[src/rtl/des_ui_pkg.sv]
// Shared constants, FSM encoding and scan-code helpers for the PS/2 hex-entry UI.
package des_ui_pkg;

  localparam int unsigned FILT_LEN_DEF      = 4;
  localparam int unsigned FRAME_TIMEOUT_DEF = 50000;
  localparam int unsigned SCR_PULSE_DEF     = 16;

  typedef enum logic [1:0] {
    ST_IDLE   = 2'd0,
    ST_DATA   = 2'd1,
    ST_PARITY = 2'd2,
    ST_STOP   = 2'd3
  } frame_state_t;

  localparam logic [7:0] SC_EXT  = 8'hE0;
  localparam logic [7:0] SC_BRK  = 8'hF0;
  localparam logic [7:0] SC_BKSP = 8'h66;
  localparam logic [7:0] SC_CLR  = 8'h76;

  typedef struct packed {
    logic       hit;
    logic [3:0] nib;
  } hex_key_t;

  // Set-2 make code to hex digit; hit=0 for anything that is not a hex key.
  function automatic hex_key_t hex_lookup(input logic [7:0] code);
    hex_key_t k;
    k.hit = 1'b1;
    k.nib = 4'h0;
    case (code)
      8'h45: k.nib = 4'h0;
      8'h16: k.nib = 4'h1;
      8'h1E: k.nib = 4'h2;
      8'h26: k.nib = 4'h3;
      8'h25: k.nib = 4'h4;
      8'h2E: k.nib = 4'h5;
      8'h36: k.nib = 4'h6;
      8'h3D: k.nib = 4'h7;
      8'h3E: k.nib = 4'h8;
      8'h46: k.nib = 4'h9;
      8'h1C: k.nib = 4'hA;
      8'h32: k.nib = 4'hB;
      8'h21: k.nib = 4'hC;
      8'h23: k.nib = 4'hD;
      8'h24: k.nib = 4'hE;
      8'h2B: k.nib = 4'hF;
      default: k.hit = 1'b0;
    endcase
    return k;
  endfunction

  // Bit offset of nibble slot n (slot 0 occupies [63:60]).
  function automatic logic [5:0] nib_shift(input logic [4:0] n);
    return 6'(60 - 4 * int'(n[3:0]));
  endfunction

endpackage

[src/rtl/ps2_rx.sv]
// PS/2 receiver: input synchronizers, clock glitch filter and 11-bit frame FSM.
module ps2_rx
  import des_ui_pkg::*;
#(
  parameter int unsigned FILT_LEN      = FILT_LEN_DEF,
  parameter int unsigned FRAME_TIMEOUT = FRAME_TIMEOUT_DEF
) (
  input  logic       clk,
  input  logic       rst,
  input  logic       ps2ck,
  input  logic       ps2dt,
  output logic [7:0] byte_data,
  output logic       byte_valid,
  output logic       err
);

  localparam int unsigned FCW = $clog2(FILT_LEN + 1);
  localparam int unsigned TCW = $clog2(FRAME_TIMEOUT + 1);

  logic [1:0]     ck_sync, dt_sync;
  logic           filt, strobe;
  logic [FCW-1:0] fcnt;
  frame_state_t   state;
  logic [7:0]     shreg;
  logic [2:0]     bit_cnt;
  logic           par_ok;
  logic [TCW-1:0] tmo;
  logic           dt_s;

  assign dt_s = dt_sync[1];

  // Filtered clock only follows after FILT_LEN consecutive differing samples.
  always_ff @(posedge clk or posedge rst) begin
    if (rst) begin
      ck_sync <= '0;
      dt_sync <= '0;
      filt    <= 1'b0;
      fcnt    <= '0;
      strobe  <= 1'b0;
    end else begin
      ck_sync <= {ck_sync[0], ps2ck};
      dt_sync <= {dt_sync[0], ps2dt};
      strobe  <= 1'b0;
      if (ck_sync[1] == filt) begin
        fcnt <= '0;
      end else if (fcnt == FCW'(FILT_LEN - 1)) begin
        filt   <= ck_sync[1];
        fcnt   <= '0;
        strobe <= filt;
      end else begin
        fcnt <= fcnt + 1'b1;
      end
    end
  end

  always_ff @(posedge clk or posedge rst) begin
    if (rst) begin
      state      <= ST_IDLE;
      shreg      <= '0;
      bit_cnt    <= '0;
      par_ok     <= 1'b0;
      tmo        <= '0;
      byte_data  <= '0;
      byte_valid <= 1'b0;
      err        <= 1'b0;
    end else begin
      byte_valid <= 1'b0;
      err        <= 1'b0;
      if (state == ST_IDLE) begin
        tmo <= '0;
      end else if (!strobe) begin
        if (tmo == TCW'(FRAME_TIMEOUT - 1)) begin
          state <= ST_IDLE;
          err   <= 1'b1;
          tmo   <= '0;
        end else begin
          tmo <= tmo + 1'b1;
        end
      end
      if (strobe) begin
        tmo <= '0;
        case (state)
          ST_IDLE: if (!dt_s) begin
            state   <= ST_DATA;
            bit_cnt <= '0;
          end
          ST_DATA: begin
            shreg   <= {dt_s, shreg[7:1]};
            bit_cnt <= bit_cnt + 3'd1;
            if (bit_cnt == 3'd7) state <= ST_PARITY;
          end
          ST_PARITY: begin
            par_ok <= ^{shreg, dt_s};
            state  <= ST_STOP;
          end
          ST_STOP: begin
            if (dt_s && par_ok) begin
              byte_valid <= 1'b1;
              byte_data  <= shreg;
            end else begin
              err <= 1'b1;
            end
            state <= ST_IDLE;
          end
          default: state <= ST_IDLE;
        endcase
      end
    end
  end

endmodule

[src/rtl/ps2_hex_entry.sv]
// Hex-string entry from a PS/2 keyboard: scan-code decode, 16-nibble buffer, LCD refresh pulse.
module ps2_hex_entry
  import des_ui_pkg::*;
#(
  parameter int unsigned FILT_LEN      = FILT_LEN_DEF,
  parameter int unsigned FRAME_TIMEOUT = FRAME_TIMEOUT_DEF,
  parameter int unsigned SCR_PULSE     = SCR_PULSE_DEF
) (
  input  logic        CLOCK_50,
  input  logic        rst,
  input  logic        ps2ck,
  input  logic        ps2dt,
  output logic [63:0] values,
  output logic [4:0]  nEntered,
  output logic        full,
  output logic        screenRST,
  output logic        key_err
);

  localparam int unsigned SCW = $clog2(SCR_PULSE + 1);

  logic [7:0]     rx_byte;
  logic           rx_valid, rx_err;
  logic           ext, brk;
  logic [SCW-1:0] scr_cnt;
  logic [63:0]    values_nx;
  logic [4:0]     n_nx;
  logic           edit;
  logic           is_prefix;
  hex_key_t       key;

  ps2_rx #(
    .FILT_LEN      (FILT_LEN),
    .FRAME_TIMEOUT (FRAME_TIMEOUT)
  ) u_rx (
    .clk        (CLOCK_50),
    .rst        (rst),
    .ps2ck      (ps2ck),
    .ps2dt      (ps2dt),
    .byte_data  (rx_byte),
    .byte_valid (rx_valid),
    .err        (rx_err)
  );

  assign is_prefix = (rx_byte == SC_EXT) || (rx_byte == SC_BRK);

  // Edit decision; only a plain make code (no E0/F0 before it) can edit.
  always_comb begin
    key       = hex_lookup(rx_byte);
    values_nx = values;
    n_nx      = nEntered;
    edit      = 1'b0;
    if (rx_valid && !is_prefix && !ext && !brk) begin
      if (key.hit) begin
        if (nEntered < 5'd16) begin
          values_nx = values | (64'(key.nib) << nib_shift(nEntered));
          n_nx      = nEntered + 5'd1;
          edit      = 1'b1;
        end
      end else if (rx_byte == SC_BKSP) begin
        if (nEntered != 5'd0) begin
          values_nx = values & ~(64'hF << nib_shift(nEntered - 5'd1));
          n_nx      = nEntered - 5'd1;
          edit      = 1'b1;
        end
      end else if (rx_byte == SC_CLR) begin
        values_nx = '0;
        n_nx      = '0;
        edit      = 1'b1;
      end
    end
  end

  always_ff @(posedge CLOCK_50 or posedge rst) begin
    if (rst) begin
      values    <= '0;
      nEntered  <= '0;
      full      <= 1'b0;
      key_err   <= 1'b0;
      ext       <= 1'b0;
      brk       <= 1'b0;
      screenRST <= 1'b0;
      scr_cnt   <= SCW'(SCR_PULSE);
    end else begin
      values   <= values_nx;
      nEntered <= n_nx;
      full     <= (n_nx == 5'd16);
      key_err  <= rx_err;
      if (rx_valid) begin
        if (rx_byte == SC_EXT) begin
          ext <= 1'b1;
        end else if (rx_byte == SC_BRK) begin
          brk <= 1'b1;
        end else begin
          ext <= 1'b0;
          brk <= 1'b0;
        end
      end
      // Low-pulse counter; each edit restarts it.
      if (edit) begin
        screenRST <= 1'b0;
        scr_cnt   <= SCW'(SCR_PULSE - 1);
      end else if (scr_cnt != '0) begin
        screenRST <= 1'b0;
        scr_cnt   <= scr_cnt - 1'b1;
      end else begin
        screenRST <= 1'b1;
      end
    end
  end

endmodule

[config.mk]
export PLATFORM = sky130hd
export DESIGN_NAME = ps2_hex_entry
export DESIGN_NICKNAME = d
export VERILOG_FILES = /design/src/rtl/des_ui_pkg.sv /design/src/rtl/ps2_rx.sv /design/src/rtl/ps2_hex_entry.sv
export SDC_FILE = /design/constraint.sdc
export NUM_CORES = 1
export LEC_CHECK = 0
export CAP_MARGIN = 20
export CORE_AREA = 2 2 126 97
export CTS_CLUSTER_DIAMETER = 60
export DETAILED_ROUTE_END_ITERATION = 10
export DIE_AREA = 0 0 128 99
export PLACE_DENSITY = 0.78
export SLEW_MARGIN = 20
export SYNTH_ARGS = -nofsm -noshare
export SYNTH_HDL_FRONTEND = slang
export SYNTH_SLANG_ARGS = --single-unit
export TNS_END_PERCENT = 30
[constraint.sdc]
create_clock -name CLOCK_50 -period 6.6 [get_ports CLOCK_50]
set_input_delay 1.65 -clock CLOCK_50 [delete_from_list [all_inputs] [get_ports CLOCK_50]]
set_output_delay 1.65 -clock CLOCK_50 [all_outputs]
set_load 0.03 [all_outputs]
==> impl_summary.md <==
Run status
The run finished with clean final reports.

GRT
The via count of the first global-routing pass was 4988. The first-pass GRT wire length is about 26000 µm. The remaining global-route overflow is 0. Global routing consumed, over all layers together, 26.65% of the routing resources.

The pin count of the biggest net entering global routing is 73. The number of antenna violations at the first check in global routing is 0.

Critical path
For the worst flop-to-flop path, the logic depth is 8. For this design, the slowest cell found on the critical path is sky130_fd_sc_hd__dfrtp_1. The critical path goes through clkdlybuf4s50_1. The startpoint-to-endpoint class of the critical path is reg -> out.

The critical path's top delay family is flip-flops. STA classifies the critical path endpoint as an output port. STA classifies the critical path startpoint as a register. The reg-to-reg endpoint is values[58]. The total buffers and inverters traversed by the critical path is 1. The setup check on the worst reg-to-reg path leaves a slack of 3.00 ns. STA puts the critical path data arrival time at 2.11 ns. The largest fanout on the critical path is 26. The critical path required time is 4.95 ns. The startpoint of the lowest-slack register-to-register path is u_rx.byte_data[2].

The biggest cell delay along the critical path is 0.88 ns.

Timing
Of the available clock period, the critical path in the final layout requires 56.99%. Clock skew on the completed layout was measured at about 0.0087 ns. The worst path needs 3.761 ns of the cycle, external delays included. The actual slew at the worst max-slew pin is between 0.9 and 1 ns. Setup repair after global routing left no endpoint under its margin. The number of pins exceeding their max-slew limit in the final report is 0. Static timing analysis puts the maximum clock frequency at 265.9 MHz. Measured against its own limit, the worst slew margin works out to 36.10%. The final hold violation count is 0. The summed negative setup slack over all endpoints is 0 ns. Setup violations remaining at the end of the flow were counted as 0.

Floorplan
The die covers ~13000 µm². 76 I/O pins were placed. The number of cell rows is 34. For this configuration, the core starts out at a cell density of roughly 54%. The region available for standard cell placement spans about 11000 µm².

The y dimension of the die is 99 µm. Measured along the x axis, the die boundary spans between 100 and 150 µm.

Place
The standard cell area after detailed placement is between 6000 and 7000 µm². The placed wire-length estimate after detailed placement is between 10000 and 15000 µm. The port buffer count is 75. The last weighted congestion value of the routability-driven placer is 0.9593.

Route
In this run, the number of DRC markers left after iteration 0 of detailed routing was 713. After detailed routing, the total wire length is around 16000 µm. The detailed router placed 5250 vias in this run.

Once detail routing completed, the nets flagged for antenna violations numbered 0. Dividing the detail-routed via count by the number of cells gives 6.213. The routed wirelength normalized by instance count is 19.04 µm. The number of optimization iterations in the first detailed-route pass is 5. The DRC violation count after routing is 0.

Power
Across the VDD grid, the largest voltage drop is 0.2005 mV. The power per cell area is roughly 250 nW/µm². The leakage power total is 3.355 nW.

Cells and area
Once layout is done, the placed cells without fillers occupy 7632 µm². Summing all multi-input logic gate instances after layout gives 2805 µm². Summing all flip-flop and latch instances after layout gives 3204 µm². Fill cells in the final layout number 860. The area growth from synthesis to layout is 23.71%. The proportion of layout cells with a drive suffix above 1 is 8.559%. The number of nets in the final layout is between 700 and 800.

The repair_antennas step left the layout with diodes totalling 0.

Logic synthesis
By area the synthesized netlist is led by sky130_fd_sc_hd__dfrtp_1, sky130_fd_sc_hd__nand2_1, sky130_fd_sc_hd__a22o_1. The distinct cell type count of the synthesized netlist is 66. The Yosys warning count is 0. Yosys mapped a number of flops with a built-in enable equal to 0. Summed over all instances, the cell type with the most area after synthesis is sky130_fd_sc_hd__dfrtp_1. In this run the biggest area consumer among cell types represents around half of the synthesized area. sky130_fd_sc_hd__dfrtp_1 is the most common cell in the netlist. In the synthesized netlist the dominant register cell turns out to be sky130_fd_sc_hd__dfrtp_1. The total of flip-flops plus latches after synthesis is 128. By count the netlist is led by sky130_fd_sc_hd__dfrtp_1, sky130_fd_sc_hd__nand2_1, sky130_fd_sc_hd__nor2_1, sky130_fd_sc_hd__o21ai_0, sky130_fd_sc_hd__a22o_1. Sequential cells were found to cover 51.94% of the synthesized design area. The mean instance size in the synthesized netlist is 9.919 µm². After synthesis the cells add up to 6170 µm². The gate count of the mapped netlist is 622. The net count after synthesis is 638. In the synthesized netlist the async set-or-reset flop fraction comes to 100.0%.

Hold path
In this run the most critical hold path is launched from u_rx.err. Counting instances, the worst hold path has a depth of 0. The worst hold path belongs to the class reg -> reg.

The endpoint of the worst hold path is key_err.

CTS
TritonCTS built the clock tree. The H-tree level count is 4. After clock tree synthesis, the repair step resized 0 gates. In this run, CTS created clock tree buffers numbering 17.

The CTS root buffer is sky130_fd_sc_hd__clkbuf_16. Counting every sink on the clock net gives 128. At the later pin of the worst-skew pair, clock insertion delay measures ~0.41 ns. The clock-pin slew of the registers on the worst-case setup and hold paths is 0.06 ns.

The post-CTS setup buffer count is 0. The worst-case clock buffer depth is 2. The cts-stage hold buffer count is 0.

Run
The max-cap check violation count is 0.
cells in the final DEF, fill, tap and decap left out, types with 3 or more instances in the layout:
| master | n |
|---|---|
| sky130_fd_sc_hd__clkdlybuf4s50_1 | 75 |
| sky130_fd_sc_hd__o32a_1 | 3 |
| sky130_fd_sc_hd__nand3b_1 | 6 |
| sky130_fd_sc_hd__nand3_1 | 23 |
| sky130_fd_sc_hd__dfrtp_1 | 127 |
| sky130_fd_sc_hd__xnor2_1 | 18 |
| sky130_fd_sc_hd__nor4_1 | 5 |
| sky130_fd_sc_hd__a21oi_1 | 25 |
| sky130_fd_sc_hd__o21ai_1 | 6 |
| sky130_fd_sc_hd__inv_1 | 12 |
| sky130_fd_sc_hd__mux2_2 | 8 |
| sky130_fd_sc_hd__bufinv_16 | 4 |
| sky130_fd_sc_hd__a31oi_1 | 7 |
| sky130_fd_sc_hd__nor3b_1 | 8 |
| sky130_fd_sc_hd__nor2_1 | 50 |
| sky130_fd_sc_hd__and3_1 | 24 |
| sky130_fd_sc_hd__o21a_1 | 5 |
| sky130_fd_sc_hd__clkinvlp_4 | 4 |
| sky130_fd_sc_hd__nand4_1 | 4 |
| sky130_fd_sc_hd__nand2_1 | 82 |
| sky130_fd_sc_hd__nor2b_1 | 3 |
| sky130_fd_sc_hd__or3_1 | 5 |
| sky130_fd_sc_hd__nand2b_1 | 4 |
| sky130_fd_sc_hd__nor4b_1 | 3 |
| sky130_fd_sc_hd__nor3_1 | 14 |
| sky130_fd_sc_hd__ha_1 | 12 |
| sky130_fd_sc_hd__xor2_1 | 12 |
| sky130_fd_sc_hd__o21ai_0 | 48 |
| sky130_fd_sc_hd__and2_1 | 5 |
| sky130_fd_sc_hd__a22o_1 | 28 |
| sky130_fd_sc_hd__clkbuf_16 | 17 |
power by group:
group	internal (mW)	switching, mW	leakage [nW]
combinational	0.0220	0.0456	1.29
sequential	0.804	0.0158	1.77
clock	0.643	0.359	0.296
state kept, by name (all words and copies together), names as in the netlist:
name	flops
values	64
u_rx.tmo	16
u_rx.byte_data	8
u_rx.shreg	8
nEntered	5
scr_cnt	5
u_rx.bit_cnt	3
u_rx.fcnt	3
u_rx.ck_sync	2
u_rx.dt_sync	2
u_rx.state	2
brk	1
ext	1
full	1
key_err	1
screenRST	1
u_rx.byte_valid	1
u_rx.err	1
u_rx.filt	1
u_rx.par_ok	1
u_rx.strobe	1
metal layers:
metal	vias up	global-route usage [%]	wire length, µm	share of wire, %
li1	2348	-	-	-
met3	23	6.732	1535	9.5
met5	-	0	0	0
met1	2600	40.68	7509	47
met2	279	37.56	6811	42
met4	0	7.946	233	1.4
area by class of cell:
class	count	area share [%]
multi-input combinational	451	36.75
tap	144	2.361
clock inverter	13	2.443
timing repair buffer	76	9.934
sequential	128	41.98
inverter	14	0.7213
clock buffer	19	5.803
how the worst max path moves through the flow:
stage / from / slack, ns / cells past startpoint / to
after global routing: u_rx.byte_data[2] / 2.72 / 8 / values[2]
after global placement: rst / 3.08 / 3 / u_rx.bit_cnt[0]
after CTS: nEntered[2] / 2.85 / 1 / nEntered[2]
final: nEntered[2] / 2.84 / 1 / nEntered[2]
after floorplan: rst / 1.54 / 1 / brk
after detailed placement: rst / 3.02 / 3 / u_rx.bit_cnt[0]
through the flow:
step | total power [mW] | hold slack [ns] | util (%) | instances | setup slack [ns]
floorplan | 0.8843 | 0.3312 | - | 622 | 1.539
global placement | 0.8971 | 0.3354 | 61.33 | 813 | 3.079
detailed placement | 0.9020 | 0.3395 | 61.33 | 813 | 3.019
CTS | 1.899 | 0.3526 | 66.85 | 845 | 2.853
global route | 1.947 | 0.3580 | 66.94 | 845 | 2.717
finish | 1.889 | 0.3502 | 66.94 | 845 | 2.839
cell families (layout without fill, tap and decap cells):
family                     Yosys count  after routing  synth area share, %
xor gates and xnor gates            30             30                4.259
muxes                                9              9                1.622
buffers and inverters               43            122                2.778
and+or+nand+nor                    254            254                21.31
AOI/OAI and AO/OA                  146            146                15.66
adders and majority gates           12             12                2.434
DFF                                128            128                51.94
Note: power is estimated with default switching activity, not from simulation.
